## src/rtl/sd_sched_pkg.sv

```systemverilog
// Shared types and default sizing for the child-level round-robin scheduler.
package sd_sched_pkg;

  localparam int SD_N_CHILD  = 5;
  localparam int SD_MAX_HOLD = 16;

  typedef enum logic [1:0] {
    IDLE,
    GRANT,
    GAP
  } state_t;

endpackage

```

## src/rtl/sd_rr_pick.sv

```systemverilog
// Rotate-priority picker: first set bit of eligible, scanning upward from ptr with wrap.
module sd_rr_pick #(
  parameter int N_CHILD = 5,
  parameter int ID_W    = $clog2(N_CHILD)
) (
  input  logic [N_CHILD-1:0] eligible,
  input  logic [ID_W-1:0]    ptr,
  output logic               found,
  output logic [ID_W-1:0]    index
);

  int cand;

  // NOTE: every output gets a default before the loop so no path leaves it unassigned (no latch).
  always_comb begin
    found = 1'b0;
    index = '0;
    cand  = 0;
    // Scan from the farthest offset down so the nearest eligible child wins.
    for (int off = N_CHILD - 1; off >= 0; off--) begin
      cand = int'(ptr) + off;
      if (cand >= N_CHILD) cand = cand - N_CHILD;
      if (eligible[cand]) begin
        found = 1'b1;
        index = ID_W'(cand);
      end
    end
  end

endmodule

```

## src/rtl/sd_child_scheduler.sv

```systemverilog
// Round-robin owner of a shared resource among N_CHILD sibling instances, with a
// bounded hold time, forced revoke of overlong owners and a one-cycle timeout report.
module sd_child_scheduler
  import sd_sched_pkg::*;
#(
  parameter int N_CHILD  = SD_N_CHILD,
  parameter int MAX_HOLD = SD_MAX_HOLD,
  parameter int ID_W     = $clog2(N_CHILD)
) (
  input  logic               clk,
  input  logic               rst,
  input  logic               en,
  input  logic [N_CHILD-1:0] req,
  output logic [N_CHILD-1:0] grant,
  output logic               grant_valid,
  output logic [ID_W-1:0]    grant_id,
  output logic               busy,
  output logic               timeout_pulse,
  output logic [ID_W-1:0]    timeout_id
);

  localparam logic [7:0]         HOLD_MAX = 8'(MAX_HOLD);
  localparam logic [N_CHILD-1:0] ONE_HOT0 = N_CHILD'(1);
  localparam logic [ID_W-1:0]    LAST_ID  = ID_W'(N_CHILD - 1);

  state_t             state;
  logic [ID_W-1:0]    ptr;
  logic [7:0]         hold_cnt;
  logic [N_CHILD-1:0] mask;
  logic               pick_found;
  logic [ID_W-1:0]    pick_idx;

  sd_rr_pick #(
    .N_CHILD (N_CHILD),
    .ID_W    (ID_W)
  ) u_pick (
    .eligible (req & ~mask),
    .ptr      (ptr),
    .found    (pick_found),
    .index    (pick_idx)
  );

  assign grant_valid = |grant;
  assign busy        = (state != IDLE);

  // NOTE: sequential state uses non-blocking assignments so every register sees pre-edge values.
  always_ff @(posedge clk) begin
    if (rst) begin
      state         <= IDLE;
      ptr           <= '0;
      hold_cnt      <= '0;
      mask          <= '0;
      grant         <= '0;
      grant_id      <= '0;
      timeout_pulse <= 1'b0;
      timeout_id    <= '0;
    end else begin
      timeout_pulse <= 1'b0;
      // A revoked child becomes eligible again only after dropping its request.
      mask          <= mask & req;
      case (state)
        IDLE: begin
          if (en && pick_found) begin
            grant    <= ONE_HOT0 << pick_idx;
            grant_id <= pick_idx;
            hold_cnt <= 8'd1;
            ptr      <= (pick_idx == LAST_ID) ? '0 : pick_idx + 1'b1;
            state    <= GRANT;
          end
        end
        GRANT: begin
          // Release takes priority over a timeout landing on the same cycle.
          if (!req[grant_id]) begin
            grant    <= '0;
            grant_id <= '0;
            state    <= GAP;
          end else if (hold_cnt == HOLD_MAX) begin
            grant         <= '0;
            grant_id      <= '0;
            timeout_pulse <= 1'b1;
            timeout_id    <= grant_id;
            mask          <= (mask & req) | grant;
            state         <= GAP;
          end else if (hold_cnt < HOLD_MAX) begin
            hold_cnt <= hold_cnt + 8'd1;
          end
        end
        GAP:     state <= IDLE;
        default: state <= IDLE;
      endcase
    end
  end

  a_grant_onehot0: assert property (@(posedge clk) $onehot0(grant));

endmodule
```

## config.mk

```make
export PLATFORM = sky130hd
export DESIGN_NAME = sd_child_scheduler
export DESIGN_NICKNAME = d
export VERILOG_FILES = /design/src/rtl/sd_sched_pkg.sv /design/src/rtl/sd_rr_pick.sv /design/src/rtl/sd_child_scheduler.sv
export SDC_FILE = /design/constraint.sdc
export NUM_CORES = 1
export LEC_CHECK = 0
export ABC_AREA = 0
export BUFFER_PORTS_ARGS = -buffer_cell sky130_fd_sc_hd__clkbuf_2
export CORE_MARGIN = 2
export CORE_UTILIZATION = 45
export DETAILED_ROUTE_END_ITERATION = 8
export SYNTH_ARGS = -nofsm -noshare
export SYNTH_HDL_FRONTEND = slang
export SYNTH_SLANG_ARGS = --single-unit
```

## constraint.sdc

```tcl
create_clock -name clk -period 5.5 [get_ports clk]
set_clock_uncertainty 0.05 [all_clocks]
set_input_delay 0.275 -clock clk [delete_from_list [all_inputs] [get_ports clk]]
set_output_delay 0.275 -clock clk [all_outputs]
set_load 0.05 [all_outputs]
```

==> results.json <==
{
  "cp-start-kind": "flop",
  "hold_class": "in2reg",
  "first_iter_violations": 232,
  "core_region_area_um2": 5140,
  "io_pins": 22,
  "fmax_mhz": 240,
  "viasPerCell": 5.73,
  "required_ns": 5.64,
  "critPathArrivalTime_ns": 4.31,
  "path_buf_inv": 3,
  "drt-pass1-iter-count": 5,
  "yosys_warnings": 0,
  "slowest_delay_ns": 0.62,
  "grt_remaining_overflow": 0,
  "cpMostUsedCell": "inv_1",
  "clockRootBuffer": "clkbuf_8",
  "cts_tree": "built",
  "drtAntennaViolNets": 0,
  "diodes": 0,
  "htreeDepth": 2,
  "clkTransAtPathRegs_ns": 0.06,
  "clk_latency_ns": 0.28,
  "path_max_fanout": 13,
  "ctsHoldBuffers": 0,
  "ys_ff_latch": 30,
  "grt_pass1_vias": 2148,
  "min_from": "req[1]",
  "cts_buffers": 5,
  "finalHoldViolCount": 0,
  "portBuffers": 21,
  "critical_path_class": "reg2reg",
  "cts_sinks": 30,
  "mostFrequentLayoutCell": "nor2_1",
  "p_per_area_nw_per_um2": 685,
  "ir_worst_vdd_v": 0.000332,
  "slew_headroom_pct": 51.1,
  "wire_per_inst_um": 16.5,
  "ys_seq_area_share_pct": 24.9,
  "fin_crit_ns": 4.17,
  "area_growth_pct": 10.5,
  "fin_util_pct": 51.9,
  "synth.net_count": 315,
  "rsz0062_at_grt": "false",
  "synthesis.area_um2": 2410,
  "synth_cell_types": 62,
  "postSynthAreaPerCell_um2": 8.38,
  "crit_start": "ptr[2]",
  "grt_pass1_wl_mm": 10.5,
  "die_width_um": 77.3,
  "vias": 2182,
  "cts_setup_buffers": 0,
  "setup-tns-final_ns": 0,
  "cp-end-kind": "flop",
  "cts_resized": 0,
  "async_flop_share_pct": 0,
  "power.leakage_nw": 1.12,
  "dp_hpwl_mm": 4.81,
  "antenna_found_initial": 0,
  "synth_edf_count": 0,
  "crit_slowest_cell": "dfxtp_1",
  "totalWireLength_mm": 6.30,
  "finalMaxSlewViolations": 0,
  "mostFrequentLayoutCells": "nor2_1 (38), dfxtp_1 (30), inv_1 (21), clkbuf_2 (21), ha_1 (18)",
  "r2r-start": "ptr[2]",
  "path_cells": "inv_1 -> ha_1 -> inv_1 -> o21ai_0 -> nor3_1 -> nor4_1 -> a21oi_1 -> a311o_1 -> a21oi_1 -> inv_1 -> ha_1 -> o32ai_1",
  "yosys_most_used_dff": "dfxtp_1",
  "worst_pin_slew_ns": 0.732,
  "fill_cells": 535,
  "dieHeight_um": 77.3,
  "clockBufferDepth": 2,
  "layout-drive-gt1-share_pct": 14.5,
  "status": "finished, final reports clean",
  "syn_inst": 288,
  "final_net_count": 337,
  "initial_core_util_pct": 47.0,
  "place_congestion": 0.933,
  "setup_viol": 0,
  "drc": 0,
  "die_area_um2": 5970,
  "track_usage_pct": 22.4,
  "worst_path_dominant_cell_family": "compound AO/OA/AOI/OAI gates",
  "rows": 26,
  "finalPower_w": 0.00183,
  "min_period_over_period_pct": 75.9,
  "grt_max_degree": 22,
  "max-cap-violations": 0
}
-- power by group --
part	internal, W	switching [W]
Combinational	0.000484	0.000860
Clock	0.000101	0.0000785
Sequential	0.000254	0.0000508
Total	0.000838	0.000990
-- flip-flops by register name, indices dropped and copies added, names as in the netlist --
name,cells
state,2
hold_cnt,8
grant_id,3
ptr,3
timeout_id,3
mask,5
grant,5
timeout_pulse,1
-- synthesized netlist by cell type (2+ instances only) --
cell type,n,share of area (%)
xor2_1,2,0.73
o22ai_1,2,0.52
buf_2,2,0.41
dfxtp_1,30,25
mux4_2,2,1.9
o31ai_1,5,1.6
and2_1,2,0.52
o21ai_0,6,1.2
nor2_1,38,5.9
and3_1,3,0.78
nand4_1,2,0.52
a21oi_1,15,3.1
nor4_1,4,1.0
a22oi_1,5,1.6
nand2b_1,9,2.3
a211oi_1,4,1.2
mux2i_1,17,7.0
a21o_1,3,0.93
a22o_1,5,1.8
or2_2,2,0.52
and2b_1,2,0.62
clkbuf_1,3,0.47
nand2_1,14,2.2
o32ai_1,5,1.8
nor4bb_1,2,0.83
or2b_2,2,0.73
nand3_1,4,0.83
o2111ai_1,2,0.73
nor3b_1,2,0.62
and3b_1,2,0.73
xnor2_1,6,2.2
nor3_1,10,2.1
inv_1,21,3.3
nor2b_1,9,2.3
o311ai_4,2,2.2
ha_1,18,9.3
-- cell type report --
class | count | area [um2] | share of cell area (%)
flip-flops and latches | 30 | 601 | 22.5
clock buffers | 7 | 86.3 | 3.23
clock inverters | 1 | 5.00 | 0.188
multi-input cells | 227 | 1680 | 62.9
inverters | 23 | 91.3 | 3.42
well taps | 70 | 87.6 | 3.28
repair buffers | 23 | 120 | 4.50
-- per-stage QoR --
step                worst slack [ns]  cell area [um2]  instances  hold WS [ns]
floorplan                       1.66             2410        288         0.358
global placement                1.50             2580        373         0.365
detailed placement              1.44             2580        373         0.368
CTS                             1.42             2670        381         0.239
global route                   0.923             2670        381         0.249
finish                          1.33             2670        381         0.242
-- logic make-up after synthesis --
logic type,synth area share (%)
flops,24.9
buf+inv,5.65
compound gates,21.8
fa+ha+maj,10.2
simple gates,25.1
xor+xnor,2.90
mux,9.53
-- per-layer routing --
layer | GRT usage [%] | part of all wire (%) | up-vias
li1 | - | - | 1093
met1 | 30.7 | 47 | 1010
met2 | 36.1 | 47 | 68
met3 | 3.76 | 5.0 | 11
met4 | 6.43 | 1.2 | 0
met5 | 0 | 0 | -
-- tightest hold or removal path: cells and delay by family --
kind                   cells  cell delay (ns)
AOI/OAI and AO/OA          1             0.08
buffers and inverters      1             0.11
and+or+nand+nor            1             0.08
-- final timing paths --
kind	to	slack, ns	cells after the start
min reg2reg	hold_cnt[6]	0.38	2
min	mask[1]	0.24	3
max reg2reg	ptr[2]	1.33	12
max	ptr[2]	1.33	12
No activity file was read; power rests on OpenSTA's default activity.
